<file path="config.mk">
export PLATFORM = sky130hd
export DESIGN_NAME = sample_dispatcher
export DESIGN_NICKNAME = d
export VERILOG_FILES = /design/src/rtl/sample_dispatcher.sv
export SDC_FILE = /design/constraint.sdc
export NUM_CORES = 1
export LEC_CHECK = 0
export BUFFER_PORTS_ARGS = -buffer_cell sky130_fd_sc_hd__buf_2
export CAP_MARGIN = 25
export CELL_PAD_IN_SITES_DETAIL_PLACEMENT = 0
export CELL_PAD_IN_SITES_GLOBAL_PLACEMENT = 1
export CORE_MARGIN = 3
export CORE_UTILIZATION = 51
export CTS_CLUSTER_DIAMETER = 40
export DETAILED_ROUTE_END_ITERATION = 8
export PLACE_DENSITY_LB_ADDON = 0.1
export SLEW_MARGIN = 20
export SYNTH_ARGS = -nofsm -noshare
export SYNTH_HDL_FRONTEND = slang
export SYNTH_SLANG_ARGS = --single-unit
</file>
<file path="constraint.sdc">
create_clock -name clk -period 22.2 [get_ports clk]
set_input_delay 2.22 -clock clk [delete_from_list [all_inputs] [get_ports clk]]
set_output_delay 2.22 -clock clk [all_outputs]
set_load 0.02 [all_outputs]
</file>
<file path="src/rtl/sample_dispatcher.sv">
// Sample dispatcher: queues input vectors, launches them into the network core one at a
// time, gathers the per-lane core outputs and returns the vector plus its argmax class.
module sample_dispatcher #(
    parameter int unsigned NEURON_NUM = 6,
    parameter int unsigned ACT_WIDTH  = 9,
    parameter int unsigned FIFO_DEPTH = 4,
    parameter int unsigned TIMEOUT    = 1023
) (
    input  logic                               clk,
    input  logic                               rst,
    input  logic                               in_valid,
    output logic                               in_ready,
    input  logic [NEURON_NUM*ACT_WIDTH-1:0]    in_data,
    output logic                               start,
    output logic [NEURON_NUM*ACT_WIDTH-1:0]    start_input,
    input  logic [NEURON_NUM*ACT_WIDTH-1:0]    final_output,
    input  logic [NEURON_NUM-1:0]              final_output_valid,
    output logic                               result_valid,
    input  logic                               result_ready,
    output logic [NEURON_NUM*ACT_WIDTH-1:0]    result_data,
    output logic [$clog2(NEURON_NUM)-1:0]      result_class,
    output logic                               result_timeout,
    output logic                               busy
);

    localparam int unsigned VEC_W = NEURON_NUM * ACT_WIDTH;
    localparam int unsigned CLS_W = $clog2(NEURON_NUM);
    localparam int unsigned PTR_W = $clog2(FIFO_DEPTH);
    localparam int unsigned CNT_W = PTR_W + 1;
    localparam int unsigned TMR_W = $clog2(TIMEOUT + 1);

    typedef enum logic [1:0] {
        S_IDLE  = 2'd0,
        S_ISSUE = 2'd1,
        S_WAIT  = 2'd2,
        S_HOLD  = 2'd3
    } state_t;

    state_t             state;
    logic [VEC_W-1:0]   mem [FIFO_DEPTH];
    logic [PTR_W-1:0]   wr_ptr;
    logic [PTR_W-1:0]   rd_ptr;
    logic [CNT_W-1:0]   count;
    logic [NEURON_NUM-1:0] mask;
    logic [VEC_W-1:0]   cap;
    logic [TMR_W-1:0]   timer;

    logic               push_c;
    logic               pop_c;
    logic [CNT_W-1:0]   count_nxt;
    logic [NEURON_NUM-1:0] mask_nxt;
    logic [VEC_W-1:0]   cap_nxt;
    logic [CLS_W-1:0]   class_nxt;
    logic [ACT_WIDTH-1:0] best_val;
    logic               idle_nxt;
    logic               busy_nxt;

    // FIFO bookkeeping, lane merge of this cycle's core outputs and argmax of the merged vector
    always_comb begin
        push_c    = in_valid && in_ready;
        pop_c     = (state == S_ISSUE);
        count_nxt = CNT_W'(count + CNT_W'(push_c) - CNT_W'(pop_c));
        mask_nxt  = mask | final_output_valid;
        cap_nxt   = cap;
        for (int unsigned i = 0; i < NEURON_NUM; i++) begin
            if (final_output_valid[i]) begin
                cap_nxt[i*ACT_WIDTH +: ACT_WIDTH] = final_output[i*ACT_WIDTH +: ACT_WIDTH];
            end
        end
        best_val  = cap_nxt[ACT_WIDTH-1:0];
        class_nxt = '0;
        for (int unsigned i = 1; i < NEURON_NUM; i++) begin
            if (cap_nxt[i*ACT_WIDTH +: ACT_WIDTH] > best_val) begin
                best_val  = cap_nxt[i*ACT_WIDTH +: ACT_WIDTH];
                class_nxt = CLS_W'(i);
            end
        end
        idle_nxt  = ((state == S_IDLE) && (count == '0)) ||
                    ((state == S_HOLD) && result_ready);
        busy_nxt  = !idle_nxt || (count_nxt != '0);
    end

    // Sample storage; contents are don't-care until written, so no reset
    always_ff @(posedge clk) begin
        if (push_c) begin
            mem[wr_ptr] <= in_data;
        end
    end

    // Control FSM, FIFO pointers and all registered outputs
    always_ff @(posedge clk or negedge rst) begin
        if (!rst) begin
            state          <= S_IDLE;
            wr_ptr         <= '0;
            rd_ptr         <= '0;
            count          <= '0;
            mask           <= '0;
            cap            <= '0;
            timer          <= '0;
            in_ready       <= 1'b1;
            busy           <= 1'b0;
            start          <= 1'b0;
            start_input    <= '0;
            result_valid   <= 1'b0;
            result_data    <= '0;
            result_class   <= '0;
            result_timeout <= 1'b0;
        end else begin
            count    <= count_nxt;
            in_ready <= (count_nxt != CNT_W'(FIFO_DEPTH));
            busy     <= busy_nxt;
            start    <= 1'b0;
            if (push_c) begin
                wr_ptr <= PTR_W'(wr_ptr + PTR_W'(1));
            end
            case (state)
                S_IDLE: begin
                    if (count != '0) begin
                        state <= S_ISSUE;
                    end
                end
                S_ISSUE: begin
                    start       <= 1'b1;
                    start_input <= mem[rd_ptr];
                    rd_ptr      <= PTR_W'(rd_ptr + PTR_W'(1));
                    mask        <= '0;
                    cap         <= '0;
                    timer       <= '0;
                    state       <= S_WAIT;
                end
                S_WAIT: begin
                    mask  <= mask_nxt;
                    cap   <= cap_nxt;
                    timer <= TMR_W'(timer + TMR_W'(1));
                    // A complete vector wins over a timeout landing in the same cycle
                    if (&mask_nxt) begin
                        state          <= S_HOLD;
                        result_valid   <= 1'b1;
                        result_data    <= cap_nxt;
                        result_class   <= class_nxt;
                        result_timeout <= 1'b0;
                    end else if (timer == TMR_W'(TIMEOUT)) begin
                        state          <= S_HOLD;
                        result_valid   <= 1'b1;
                        result_data    <= cap_nxt;
                        result_class   <= class_nxt;
                        result_timeout <= 1'b1;
                    end
                end
                S_HOLD: begin
                    if (result_ready) begin
                        result_valid <= 1'b0;
                        state        <= S_IDLE;
                    end
                end
                default: state <= S_IDLE;
            endcase
        end
    end

endmodule
</file>
==> results.tsv <==
metric	value	unit
outcome	finished clean	
clock_tree_from_tritoncts	done	
cts.path.max_buffers	3	
final-instance-count-excl-fill	1921	
relSlewSlack	0.355	
antenna_violating_nets_left	0	
yosys_warnings	0	
synthesis.area_per_instance	14.5	um^2
vdd_ir_drop_max	0.000110	V
grt_antenna_before_repair	7	
floorplan.initialDensity	0.524	
min-delay-path-class	reg2reg	
placed_instances	1821	
drt_drc_violations_left	0	
synth.top_cell.area_share	0.374	
p_int	2.08	mW
worst_pin_slew	0.967	ns
netlist.top_cell.by_area	sky130_fd_sc_hd__edfxtp_1	
setup-violations-final	0	
num_rows	66	
count_of_flip_flops_with_a_built_in_enable_after_synthesis	216	
power-per-cell-area	160	nW/um^2
synthesis.instances	1193	
synth_most_common_cell	sky130_fd_sc_hd__edfxtp_1	
insertion_delay	0.59	ns
final-hold-violation-count	0	
synthesis.nets	1368	
detail_route.first_pass.iterations	5	
seq_area	11400	um^2
postSynth.asyncResetShare	0.474	
post-route-period-util	0.514	
synth.cell_area	17300	um^2
dieArea	36200	um^2
grt_use_total	0.216	
vias	10300	
grt_max_degree	116	
post_cts.resized_instances	0	
cp_data_arrival_time	11.88	ns
fin_skew	0.0173	ns
filler_cell_count	2585	
setup.worst_path.start_class	primary input	
cp_dominant_cell_by_count	sky130_fd_sc_hd__ha_1	
cts-buffers-inserted	52	
multi_input_comb_area	5310	um^2
horizontal_extent_of_the_die	190	um
routed_via_density	5.37	
post_synthesis_to_final_layout_area_growth	19.4	%
power.clock.fraction	0.244	
final_max_slew_viol_count	0	
detailed_place_hpwl	24700	um
io_pins	234	
fin_tns_setup	0	ns
cellLeakagePower	8.84	nW
combinationalPowerShare	0.406	
number_of_sinks_on_the_clock_net	411	
swShare	0.372	
timing.critical_path.fanout_max	23	
rsz0062_at_grt	no	
largest_stage_delay_worst_path	0.61	ns
path_buf_inv	4	
synthTopCellsByCount	216 x sky130_fd_sc_hd__edfxtp_1, 194 x sky130_fd_sc_hd__dfrtp_1, 121 x sky130_fd_sc_hd__inv_1	
postCtsHoldBufs	0	
critical_path.slowest_cell	sky130_fd_sc_hd__o31a_1	
ys_ff_latch	411	
min_period	11.40	ns
finalNetCount	1609	
grt_pass1_vias	10800	
die_y	190	um
synthFlopType	sky130_fd_sc_hd__edfxtp_1	
port_buffers	233	
finalWeightedCongestion	0.819	
postRouteWirelength	38300	um
routed_wire_length_per_instance	20.0	um
synth_area_leaders	sky130_fd_sc_hd__edfxtp_1 37%, sky130_fd_sc_hd__dfrtp_1 28%, sky130_fd_sc_hd__mux4_2 7.0%, sky130_fd_sc_hd__mux2_2 4.4%, sky130_fd_sc_hd__ha_1 4.0%	
cts.htree.levels	2	
grt_overflow	0	
core_ar	33000	um^2
capturing_element_type_of_the_critical_path	flip-flop	
cap_viol_max_count	0	
maxClockFrequency	87.7	MHz
cp.required	22.68	ns
netlist-cell-type-count	53	
cts.reportedPaths.clkPinSlew	0.06	ns
master_cell_of_the_clock_root_buffer	sky130_fd_sc_hd__clkbuf_16	
timing.critical_path.max_delay_family	compound AO/OA/AOI/OAI gates	
path_class	in2reg	
synth_seq_area_share	0.656	
grt_first_pass_wirelength	60600	um
postCtsSetupBuffers	0	
sequentialPowerShare	0.350	
power.switching	1.23	mW
starting_drc_count_in_detailed_routing	531	
final_layout_size_suffix_gt1_frac	0.317	
==> state kept, by name, indices dropped and copies added (netlist names) <==
signal and cells:
state 2, cap 54, busy 1, timer 10, result_class 3, start_input 54
result_valid 1, mem 216, result_data 54, count 3, wr_ptr 2, result_timeout 1
start 1, in_ready 1, rd_ptr 2, mask 6
==> tightest hold or removal path: cells and delay by family, from the launching register on <==
family | cells | cell delay (ns)
flops | 1 | 0.33
compound gates | 1 | 0.06
simple gates | 1 | 0.05
==> power groups by stage <==
stage / registers [mW] / clock network (mW) / logic (mW)
6_report: 1.16 / 0.810 / 1.34
5_1_grt: 1.19 / 0.866 / 1.49
4_1_cts: 1.16 / 0.831 / 1.36
3_5_place_dp: 1.18 / 0 / 1.35
3_3_place_gp: 1.17 / 0 / 1.34
2_1_floorplan: 1.26 / 0 / 0.879
==> metal layers <==
layer,global-route usage,part of all wire
met5,0,0.0019
met4,0.0655,0.021
met3,0.0506,0.057
met2,0.374,0.50
met1,0.274,0.42
==> layout make-up <==
class | instances | share of cell area
multi-input cells | 603 | 0.257
diodes | 2 | 0.000242
inverters | 121 | 0.0220
well taps | 442 | 0.0267
flip-flops and latches | 411 | 0.550
clock inverters | 30 | 0.0141
clock buffers | 67 | 0.0680
repair buffers | 245 | 0.0627
==> logic make-up (layout without fill, tap and decap cells) <==
| family | after synthesis | after routing | synth area share |
|---|---|---|---|
| buffers and inverters | 179 | 463 | 0.0394 |
| DFF | 411 | 411 | 0.656 |
| muxes | 180 | 180 | 0.148 |
| adders and majority gates | 57 | 57 | 0.0416 |
| other | 0 | 2 | 0 |
| xor gates and xnor gates | 8 | 8 | 0.00404 |
| and+or+nand+nor | 161 | 161 | 0.0421 |
| AOI/OAI and AO/OA | 197 | 197 | 0.0688 |
==> per-stage QoR <==
stage / worst slack, ns / instance area, um^2 / hold slack, ns / util / total power, mW
detailed placement: 10.04 / 19000 / 0.465 / 0.574 / 2.53
finish: 10.80 / 20700 / 0.469 / 0.626 / 3.31
global placement: 10.16 / 18900 / 0.456 / 0.573 / 2.51
global route: 10.07 / 20700 / 0.494 / 0.626 / 3.55
floorplan: 11.69 / 17300 / 0.463 / - / 2.13
CTS: 10.65 / 20700 / 0.477 / 0.625 / 3.36
==> cells in the final DEF, fill, tap and decap left out, drive strengths merged, types with 3 or more instances in the layout <==
cell,Yosys,final
and3,6,6
nand2b,6,6
o221ai,6,6
edfxtp,216,216
dfrtp,194,194
o21a,5,5
clkbuf,45,68
nand2,88,88
o22ai,60,60
nand3,15,15
buf,13,244
clkinv,0,13
xnor2,6,6
inv,121,131
nor2,22,22
nor3,4,4
ha,56,56
nand3b,3,3
o21ai,77,77
nor2b,3,3
nand4,5,5
clkinvlp,0,5
a21o,6,6
mux2i,58,58
mux4,54,54
a21oi,23,23
mux2,68,68
==> path summary, 6_finish.rpt <==
check | startpoint | end | slack (ns) | cells past startpoint
max reg2reg | cap[11] | result_class[2] | 12.45 | 40
min in group asynchronous | rst | result_data[0] | 1.65 | 1
min reg2reg | result_data[19] | result_data[19] | 0.47 | 2
max in group asynchronous | rst | start_input[37] | 19.17 | 2
max | final_output_valid[1] | result_class[2] | 10.80 | 41
min | result_data[19] | result_data[19] | 0.47 | 2
Power figures use the tool's default switching activity.
